--- src/rtl/phoenix_pwm_pkg.sv ---
// Shared definitions for the PWM generator and the LED controller.
//   pwm_state_e          : PWM sequencing states (idle / running / draining)
//   DEFAULT_COUNTER_BITS : default width of cycle, duty and position counter
//   DEFAULT_MIN_CYCLE    : smallest period length treated as runnable
package phoenix_pwm_pkg;

  typedef enum logic [1:0] {
    ST_IDLE  = 2'd0,
    ST_RUN   = 2'd1,
    ST_DRAIN = 2'd2
  } pwm_state_e;

  localparam int DEFAULT_COUNTER_BITS = 32;
  localparam int DEFAULT_MIN_CYCLE    = 2;

endpackage

--- src/rtl/phoenix_pwm_generator.sv ---
// Glitch-free PWM generator for the LED pin.
// Settings are latched into shadow registers only at period boundaries, so a
// change arriving mid-period never produces a runt pulse.
//
// Ports:
//   clk          : block clock
//   reset        : synchronous, active-low reset
//   enable       : run request
//   pwm_cycle    : period length in clk cycles
//   pwm_duty     : active cycles per period
//   pwm_out      : registered PWM output (polarity set by INVERT_OUTPUT)
//   period_start : strobe in the first cycle of every period
//   duty_clamped : latched duty >= latched cycle for the running period
//   counter      : position within the current period (debug)
//
// state    | meaning
// ---------+-----------------------------------------------------------
// ST_IDLE  | outputs inactive, waiting for enable with a runnable cycle
// ST_RUN   | emitting periods, reloading settings at every wrap
// ST_DRAIN | enable dropped; finish the current period, then go idle
module phoenix_pwm_generator
  import phoenix_pwm_pkg::*;
#(
  parameter int PWM_COUNTER_BITS = DEFAULT_COUNTER_BITS,
  parameter int MIN_CYCLE        = DEFAULT_MIN_CYCLE,
  parameter bit INVERT_OUTPUT    = 1'b0
) (
  input  logic                        clk,
  input  logic                        reset,
  input  logic                        enable,
  input  logic [PWM_COUNTER_BITS-1:0] pwm_cycle,
  input  logic [PWM_COUNTER_BITS-1:0] pwm_duty,
  output logic                        pwm_out,
  output logic                        period_start,
  output logic                        duty_clamped,
  output logic [PWM_COUNTER_BITS-1:0] counter
);

  localparam logic [PWM_COUNTER_BITS-1:0] MIN_CYCLE_W = PWM_COUNTER_BITS'(MIN_CYCLE);
  localparam logic [PWM_COUNTER_BITS-1:0] ONE_W       = PWM_COUNTER_BITS'(1);
  localparam logic                        INV         = INVERT_OUTPUT;

  pwm_state_e                  state;
  logic [PWM_COUNTER_BITS-1:0] cycle_q;
  logic [PWM_COUNTER_BITS-1:0] duty_q;

  logic                        cycle_ok;
  logic                        wrap;
  logic                        load;
  logic                        advance;
  logic [PWM_COUNTER_BITS-1:0] counter_inc;

  always_comb begin
    cycle_ok    = (pwm_cycle >= MIN_CYCLE_W);
    counter_inc = counter + ONE_W;
    wrap        = (state != ST_IDLE) && (counter == cycle_q - ONE_W);
    // A draining block that still sees enable low at the wrap stops; a RUN
    // block reloads even if enable falls on the wrap edge (one extra period).
    load        = cycle_ok &&
                  (((state == ST_IDLE) && enable) ||
                   (wrap && !((state == ST_DRAIN) && !enable)));
    advance     = (state != ST_IDLE) && !wrap;
  end

  always_ff @(posedge clk) begin
    if (!reset) begin
      state        <= ST_IDLE;
      counter      <= '0;
      cycle_q      <= '0;
      duty_q       <= '0;
      pwm_out      <= INV;
      period_start <= 1'b0;
      duty_clamped <= 1'b0;
    end else if (load) begin
      state        <= enable ? ST_RUN : ST_DRAIN;
      counter      <= '0;
      cycle_q      <= pwm_cycle;
      duty_q       <= pwm_duty;
      // Output for position 0 comes from the freshly loaded duty.
      pwm_out      <= (pwm_duty != '0) ^ INV;
      period_start <= 1'b1;
      duty_clamped <= (pwm_duty >= pwm_cycle);
    end else if (advance) begin
      state        <= enable ? ST_RUN : ST_DRAIN;
      counter      <= counter_inc;
      pwm_out      <= (counter_inc < duty_q) ^ INV;
      period_start <= 1'b0;
    end else begin
      state        <= ST_IDLE;
      counter      <= '0;
      pwm_out      <= INV;
      period_start <= 1'b0;
      duty_clamped <= 1'b0;
    end
  end

endmodule

--- config.mk ---
export PLATFORM = sky130hd
export DESIGN_NAME = phoenix_pwm_generator
export DESIGN_NICKNAME = d
export VERILOG_FILES = /design/src/rtl/phoenix_pwm_pkg.sv /design/src/rtl/phoenix_pwm_generator.sv
export SDC_FILE = /design/constraint.sdc
export NUM_CORES = 1
export LEC_CHECK = 0
export CORE_MARGIN = 1.5
export CORE_UTILIZATION = 60
export DETAILED_ROUTE_END_ITERATION = 10
export GPL_TIMING_DRIVEN = 0
export PLACE_DENSITY = 0.87
export SLEW_MARGIN = 30
export SYNTH_ARGS = -nofsm -noshare
export SYNTH_HDL_FRONTEND = slang
export SYNTH_SLANG_ARGS = --single-unit
--- constraint.sdc ---
create_clock -name clk -period 5.1 [get_ports clk]
set_input_delay 0.51 -clock clk [delete_from_list [all_inputs] [get_ports clk]]
set_output_delay 0.51 -clock clk [all_outputs]
set_load 0.01 [all_outputs]
Word-level counts from Yosys, hierarchy flattened
Index checks and enable logic that the tools add are counted.
{ "classes": {"n_addsub": 2, "n_lt_le_gt_ge": 3, "eq_ne": 3, "muxes": 8, "n_bitwise": 2, "reduce_logical": 14} }
{ "ops": {"columns": ["cell", "count"], "rows": [
  ["32-bit by 1-bit adder with 32-bit output, second input constant", 1],
  ["32-bit equality test", 1],
  ["32-bit by 2-bit >= comparator with 1-bit output, second input constant", 1],
  ["32-bit >= comparator", 1],
  ["32-bit < comparator", 1],
  ["32-bit nonzero test", 1],
  ["32-bit by 1-bit subtractor with 32-bit output, second input constant", 1],
  ["1-bit logical AND", 6],
  ["2-bit two-way mux", 3],
  ["1-bit two-way mux", 5],
  ["1-bit logical NOT", 3],
  ["3-bit OR reduction", 1],
  ["2-bit equality test, second input constant", 1],
  ["2-bit logical NOT", 1],
  ["2-bit != test, second input constant", 1],
  ["1-bit NOT", 2],
  ["2-bit nonzero test", 1],
  ["1-bit logical OR", 1]
]} }
{ "word_totals": {"regBits": 101, "in_bits": 67, "out_inout_bits": 35, "elab_cells": 39} }

Longest topological paths before layout
Gate-level depths: netlist of the first run.
{ "depth": {"depth_word": 7, "depth_mapped": 16} }

Worst setup path after synthesis of the first run
Ideal clock, no wire load.
{ "synth_timing": {"path_kind": "flip-flop to flip-flop", "startpoint": "register counter[2]", "endpoint": "register pwm_out", "setup_ps": 121, "arrival_ps": 3296, "t_required_ps": 4979, "setup_slack_ps": 1683, "stages_incl_launch_ff": 17, "synth_period_minus_slack_ps": 3417, "path_cell_list": "dfxtp_1 > clkbuf_1 > nand3_1 > nor3_1 > and4_1 > nand3_1 > nor2_1 > nand2_1 > xnor2_1 > ha_1 > nand2_1 > nor4_1 > o21ai_0 > o211ai_1 > o211ai_1 > nand3b_1 > a2bb2o_1"} }
{ "synth_rtl": {"columns": ["element", "line", "text"], "rows": [
  ["start, declared", "phoenix_pwm_generator.sv:36", "output logic [PWM_COUNTER_BITS-1:0] counter"],
  ["start signal, assigned", "phoenix_pwm_generator.sv:85", "counter <= counter_inc;"],
  ["32-bit by 1-bit adder with 32-bit output", "phoenix_pwm_generator.sv:55", "counter_inc = counter + ONE_W;"],
  ["named net counter_inc[28]", "phoenix_pwm_generator.sv:51", "logic [PWM_COUNTER_BITS-1:0] counter_inc;"],
  ["32-bit < comparator", "phoenix_pwm_generator.sv:86", "pwm_out <= (counter_inc < duty_q) ^ INV;"],
  ["1-bit two-way mux", "phoenix_pwm_generator.sv:83", "end else if (advance) begin"],
  ["1-bit two-way mux", "phoenix_pwm_generator.sv:74", "end else if (load) begin"],
  ["end signal, assigned", "phoenix_pwm_generator.sv:80", "pwm_out <= (pwm_duty != '0) ^ INV;"],
  ["end signal, assigned", "phoenix_pwm_generator.sv:86", null],
  ["end, declared", "phoenix_pwm_generator.sv:33", "output logic pwm_out,"]
]} }
The timed path passes the listed nets, and every way through them passes these cells.
A chain may end at the register's enable or synchronous reset.

Final worst setup path of the first run
Same ends and word-level chain as after synthesis.

==> impl_metrics.py, run 1 <==
metrics = {
    "floorplanning": {
        "coreArea_um2": 11400,
        "dieWidth_um": 111,
        "start_util": 0.615,
        "rows": 39,
        "dieArea_um2": 12300,
        "die_h_um": 111,
        "io_pins": 102,
    },
    "synth": {
        "yosys.cell_types.count": 61,
        "synth-main-ff-cell": "dfxtp_1",
        "synth_edf_count": 0,
        "syn_nets": 982,
        "synthSimpleGateAreaFrac": 0.248,
        "synth_mux_area_frac": 0.0974,
        "synth_fa_ha_area_frac": 0.116,
        "synth_compound_area_frac": 0.0915,
        "ys_ff_latch": 101,
        "netlist_area_um2": 6990,
        "ys_seq_area_frac": 0.289,
        "yosys.area.top_type_share": 0.289,
        "post-synth-top-area-cell": "dfxtp_1",
        "synth_top_family_by_area": "simple AND/OR/NAND/NOR gates",
        "ys_warn_count": 0,
        "synth_xor_area_frac": 0.0878,
        "async_flop_share": 0,
        "syn_inst": 850,
        "synth_area_leaders": "dfxtp_1 (29%), ha_1 (12%), mux2i_1 (9.7%)",
        "postSynthAreaPerCell_um2": 8.22,
    },
    "setup_path": {
        "crit_arrival_ns": 4.74,
        "cp.required_ns": 5.34,
        "crit_fanout": 8,
        "cp-end-kind": "flip-flop",
        "critPathLaunchType": "flip-flop",
        "path_class": "flip-flop to flip-flop",
    },
    "drt": {
        "routed_wl_mm": 19.5,
        "routedWlPerCell_um": 17.6,
        "drt_iter0_drc": 548,
        "drc_errors": 0,
        "vias": 6583,
        "drtAntennaViolNets": 0,
        "first_pass_iters": 5,
        "routed_via_density": 5.94,
    },
    "final_layout": {
        "nNetsFinal": 1093,
        "utilization": 0.746,
        "design_area_um2": 8480,
        "diodes": 0,
        "fillers": 840,
        "areaGrowthSynthToFinish_pct": 21.4,
        "drive_gt1_frac": 0.0321,
    },
    "clock_network": {
        "cts_tree": "done",
        "root_buffer": "clkbuf_16",
        "numClockSinks": 101,
        "path_clk_slew_ns": 0.07,
        "postCtsSetupBuffers": 0,
        "htreeDepth": 3,
        "cts_inserted_buffers": 9,
        "cts_hold_buffers": 0,
        "cts_resized": 0,
        "clock_path_buffers": 2,
        "clkLatencyLatePin_ns": 0.35,
    },
    "timing": {
        "worst_hold_slack_ns": 0.457,
        "rsz0062_at_grt": "false",
        "fin_crit_sh": 0.882,
        "worstMarginPinSlew_ns": 0.798,
        "fin_tns_setup_ns": 0,
        "fin_crit_ns": 4.50,
        "maxClockFrequency_ghz": 0.222,
        "hold_viol_final": 0,
        "skew_ns": 0.00664,
        "relSlewSlack": 0.463,
        "setup_viol": 0,
        "report.final.slew_viol_count": 0,
    },
    "power_and_ir_drop": {
        "leakagePower_nw": 3.64,
        "power_w": 0.00208,
        "p_sw_frac": 0.301,
        "power_frac_comb": 0.228,
        "switchingPower_w": 0.000625,
        "pwr-share-seq": 0.420,
        "ir_worst_vdd_mv": 0.166,
        "pwr-share-clk": 0.352,
        "intPower_w": 0.00145,
        "p_per_area_nw_per_um2": 245,
    },
    "worst_hold_path": {
        "hold_class": "flip-flop to flip-flop",
    },
    "placement": {
        "port_buffers": 100,
        "dp_hpwl_mm": 15.3,
        "place_area_um2": 8170,
        "gp_congestion": 0.928,
    },
    "flow_run": {
        "drv_cap": 0,
    },
    "global_route": {
        "grt_use_met2": 0.509,
        "grt_pass1_wl_mm": 31.2,
        "grt_overflow": 0,
        "grt_max_degree": 19,
        "busiest_layer": "met2",
        "grt.met1_usage": 0.448,
        "antenna_found_initial": 0,
        "grt_use_total": 0.320,
        "grt_pass1_vias": 6136,
        "grtUsageMet3": 0.0432,
    },
    "outcome": {
        "outcome": "finished, final reports clean",
    },
}
## cells by family (layout without fill, tap and decap cells)
logic type      after synthesis  after routing
fa+ha+maj                    65             65
flops                       101            101
mux                          68             68
compound gates               92             92
buf+inv                     109            225
xor+xnor                     70             70
simple gates                345            345
## synthesized netlist by cell type (3+ instances only)
cell / count
nand2_1: 154
dfxtp_1: 101
inv_1: 70
mux2i_1: 68
ha_1: 65
xnor2_1: 42
nor2b_1: 35
clkbuf_1: 29
xor2_1: 28
nor4_1: 25
nand4_1: 24
nor2_1: 24
a21oi_1: 20
nor3_1: 16
nand3_1: 15
a21o_1: 13
o21ai_0: 12
or4_1: 10
or3_1: 7
and3_1: 6
o22ai_1: 6
a31oi_1: 5
and4_1: 5
nand2b_1: 5
o21a_1: 5
a2111oi_0: 4
and2_1: 4
o211ai_1: 4
a211oi_1: 3
buf_12: 3
nand3b_1: 3
nor3b_1: 3
## final timing paths
path         slack (ns)  depth (start not counted)   endpoint        from
min                0.46                          2  duty_q[0]   duty_q[0]
min reg2reg        0.46                          2  duty_q[0]   duty_q[0]
max reg2reg        0.60                         16    pwm_out  counter[2]
max                0.60                         16    pwm_out  counter[2]
## state kept, by name (all words and copies together), names as in the netlist
name and count:
pwm_out 1, counter 32, duty_q 32, duty_clamped 1, state 2, period_start 1, cycle_q 32
## power groups by stage
stage	sequential, W	clock [W]	combinational [W]
floorplan	0.000875	0	0.000309
global placement	0.000887	0	0.000452
detailed placement	0.000889	0	0.000462
CTS	0.000871	0.000736	0.000467
global route	0.000878	0.000771	0.000518
finish	0.000873	0.000732	0.000475
## placed cells by master (no fill, tap or decap), drive strengths merged, types with 6 or more instances in the layout
master and n:
mux2i 68, ha 65, o22ai 6, clkbuf 39, nand2 154, xor2 28
nand3 15, nor4 25, a21oi 20, or3 7, buf 10, nor3 16
clkdlybuf4s50 100, a21o 13, dfxtp 101, o21ai 12, nand4 24, nor2 24
nor2b 35, inv 74, or4 11, xnor2 42, and3 6
## through the flow
stage | std cells | setup slack (ns)
2_1_floorplan | 850 | 1.68
3_3_place_gp | 1093 | 0.828
3_5_place_dp | 1093 | 0.770
4_1_cts | 1109 | 0.652
5_1_grt | 1109 | 0.210
6_report | 1109 | 0.604
## routing by layer
| metal | share of wire | up-vias |
|---|---|---|
| met1 | 0.44 | 3079 |
| met4 | 0.024 | 0 |
| met3 | 0.084 | 37 |
| met2 | 0.45 | 287 |
| met5 | 0 | - |
| li1 | - | 3180 |
## worst max-delay path: stages (launching register included)
cell and delay, ns:
dfxtp_1 0.33, clkbuf_1 0.32, nand3_1 0.21, nor3_1 0.70
and4_1 0.36, nand3_1 0.17, nor2_1 0.19, nand2_1 0.08
xnor2_1 0.17, ha_1 0.30, nand2_1 0.09, nor4_1 0.57
o21ai_0 0.24, o211ai_1 0.15, o211ai_1 0.12, nand3b_1 0.09
a2bb2o_1 0.29
## final cells by class
cell class                 instances  area (um^2)  area share
clock buffer                      10          239      0.0282
timing repair buffer             100         1000       0.118
multi-input combinational        640         4480       0.528
clock inverter                     6         77.6     0.00914
buffer                            39          224      0.0264
inverter                          70          263      0.0310
tap                              143          179      0.0211
sequential                       101         2020       0.238
No activity file was read; power rests on OpenSTA's default activity.
==> run 2: changes to the inputs <==
- CORE_ASPECT_RATIO: not set -> 1.4
- CORE_UTILIZATION: 60 -> 56
- PLACE_DENSITY: 0.87 -> 0.82
- clock period: 5.1 -> 5.15 ns (I/O delays scaled with it)
==> run 2 against run 1 <==
  * First-iteration DRC count decreased by 29%
  * Clock power decreased by 2%
  * Non-clock buffer count unchanged
  * Final cell count increased by 0.63%
  * Register-to-register slack improved by 0.16 ns
  * Wire length increased by 2.1%
  * Critical endpoint unchanged
  * Via count about the same
  * Global-route usage decreased by 2.3 points
  * Flip-flop and latch count unchanged
  * Combinational power decreased by 1%
  * Worst setup slack improved by 0.16 ns
  * Critical path depth unchanged
==> impl_metrics.py, run 2 (synthesis gave the netlist of run 1 again) <==
metrics = {
    "outcome": {
        "outcome": "finished, final reports clean",
    },
    "final_layout": {
        "diodes": 0,
        "final_cells": 1116,
        "drive_gt1_frac": 0.0321,
        "nNetsFinal": 1093,
        "areaGrowthSynthToFinish_pct": 21.4,
        "reg_top3": "counter: 32 flops, cycle_q: 32 flops, duty_q: 32 flops",
        "final_cell_mix": "nand2_1 (154), dfxtp_1 (101), clkdlybuf4s50_1 (100), inv_1 (70), mux2i_1 (68)",
        "final_common_cell": "nand2_1",
    },
    "power_and_ir_drop": {
        "ir_worst_vdd_mv": 0.140,
        "leakagePower_nw": 3.64,
        "p_per_area_nw_per_um2": 241,
    },
    "timing": {
        "fin_crit_sh": 0.852,
        "rsz0062_at_grt": "false",
        "skew_ns": 0.00686,
        "hold_viol_final": 0,
        "fin_tns_setup_ns": 0,
        "setup_viol": 0,
        "maxClockFrequency_ghz": 0.228,
        "fin_crit_ns": 4.39,
        "worstMarginPinSlew_ns": 1.02,
        "relSlewSlack": 0.301,
        "setup_ws_ns": 0.765,
        "report.final.slew_viol_count": 0,
    },
    "global_route": {
        "grt_use_total": 0.297,
        "grt_max_degree": 18,
        "grt_overflow": 0,
        "grt_pass1_wl_mm": 30.9,
        "antenna_found_initial": 0,
        "grt_pass1_vias": 6175,
    },
    "drt": {
        "routed_via_density": 5.90,
        "routed_wl_mm": 19.9,
        "drt_iter0_drc": 389,
        "first_pass_iters": 5,
        "drc_errors": 0,
        "routedWlPerCell_um": 17.9,
        "vias": 6582,
        "drtAntennaViolNets": 0,
    },
    "worst_hold_path": {
        "whs_path_depth": 2,
        "min_to": "duty_q[14]",
        "hold_class": "flip-flop to flip-flop",
        "min_from": "duty_q[14]",
    },
    "placement": {
        "dp_hpwl_mm": 15.7,
        "gp_congestion": 0.940,
        "port_buffers": 100,
        "pre_cts_slack_ns": 0.833,
        "dp.cells": 1100,
    },
    "clock_network": {
        "cts_hold_buffers": 0,
        "cts_inserted_buffers": 9,
        "clock_path_buffers": 2,
        "htreeDepth": 3,
        "cts_tree": "done",
        "clkLatencyLatePin_ns": 0.35,
        "cts_resized": 0,
        "postCtsSetupBuffers": 0,
        "root_buffer": "clkbuf_16",
        "path_clk_slew_ns": 0.07,
        "numClockSinks": 101,
    },
    "floorplanning": {
        "die_h_um": 135,
        "rows": 48,
        "coreArea_um2": 12300,
        "start_util": 0.570,
        "dieArea_um2": 13200,
        "dieWidth_um": 97.4,
        "io_pins": 102,
    },
    "setup_path": {
        "crit_path_start": "counter[2]",
        "r2r_start": "counter[2]",
        "path_class": "flip-flop to flip-flop",
        "cp.required_ns": 5.38,
        "critPathLaunchType": "flip-flop",
        "rr_worst_depth": 16,
        "reg2reg_setup_slack_ns": 0.76,
        "crit_arrival_ns": 4.62,
        "timing.rr.end": "pwm_out",
        "crit_fanout": 8,
        "cp-end-kind": "flip-flop",
    },
    "flow_run": {
        "drv_cap": 0,
    },
}
[run 2: metal layers]
layer,global-route usage,vias up,share of wire
li1,-,3167,-
met1,0.374,3123,0.42
met2,0.512,239,0.49
met3,0.0361,53,0.057
met4,0.129,0,0.038
met5,0,-,0
[run 2: area by class of cell]
type	count	area [um^2]
plain buffers	39	224
clock buffers	10	239
clock inverters	6	70.1
fillers	1004	3770
inverters	70	263
multi-input cells	640	4480
flip-flops and latches	101	2020
well taps	150	188
repair buffers	100	1000
[run 2: worst max-delay path, cell delays in order (launching register included)]
cell,delay [ns]
dfxtp_1,0.33
clkbuf_1,0.32
nand3_1,0.21
nor3_1,0.69
and4_1,0.40
nand3_1,0.18
nor2_1,0.16
nand2_1,0.08
xnor2_1,0.17
ha_1,0.30
nand2_1,0.08
nor4_1,0.49
o21ai_0,0.19
o211ai_1,0.13
o211ai_1,0.12
nand3b_1,0.09
a2bb2o_1,0.31
[run 2: worst max path at each step]
stage,end,slack (ns)
2_1_floorplan,pwm_out,1.73
3_3_place_gp,pwm_out,0.86
3_5_place_dp,pwm_out,0.83
4_1_cts,pwm_out,0.79
5_1_grt,pwm_out,0.57
6_report,pwm_out,0.76
[run 2: power by group]
group	total, W	switching [W]	internal (W)
clock	0.000714	0.000319	0.000395
combinational	0.000470	0.000253	0.000217
sequential	0.000863	0.0000411	0.000822
total	0.00205	0.000613	0.00143
[run 2: stage by stage]
stage	total power [W]	cell area, um^2	util	hold slack, ns
final	0.00205	8480	0.693	0.457
after global routing	0.00212	8480	0.693	0.480
after CTS	0.00204	8480	0.693	0.459
after detailed placement	0.00134	8180	0.667	0.449
after global placement	0.00133	8180	0.667	0.443
after floorplan	0.00117	6990	-	0.432
==> run 3: changes to the inputs <==
- SETUP_SLACK_MARGIN: not set -> 0.2
==> results of run 3 <==
The final DEF is identical to that of run 2; final timing and power are the same.
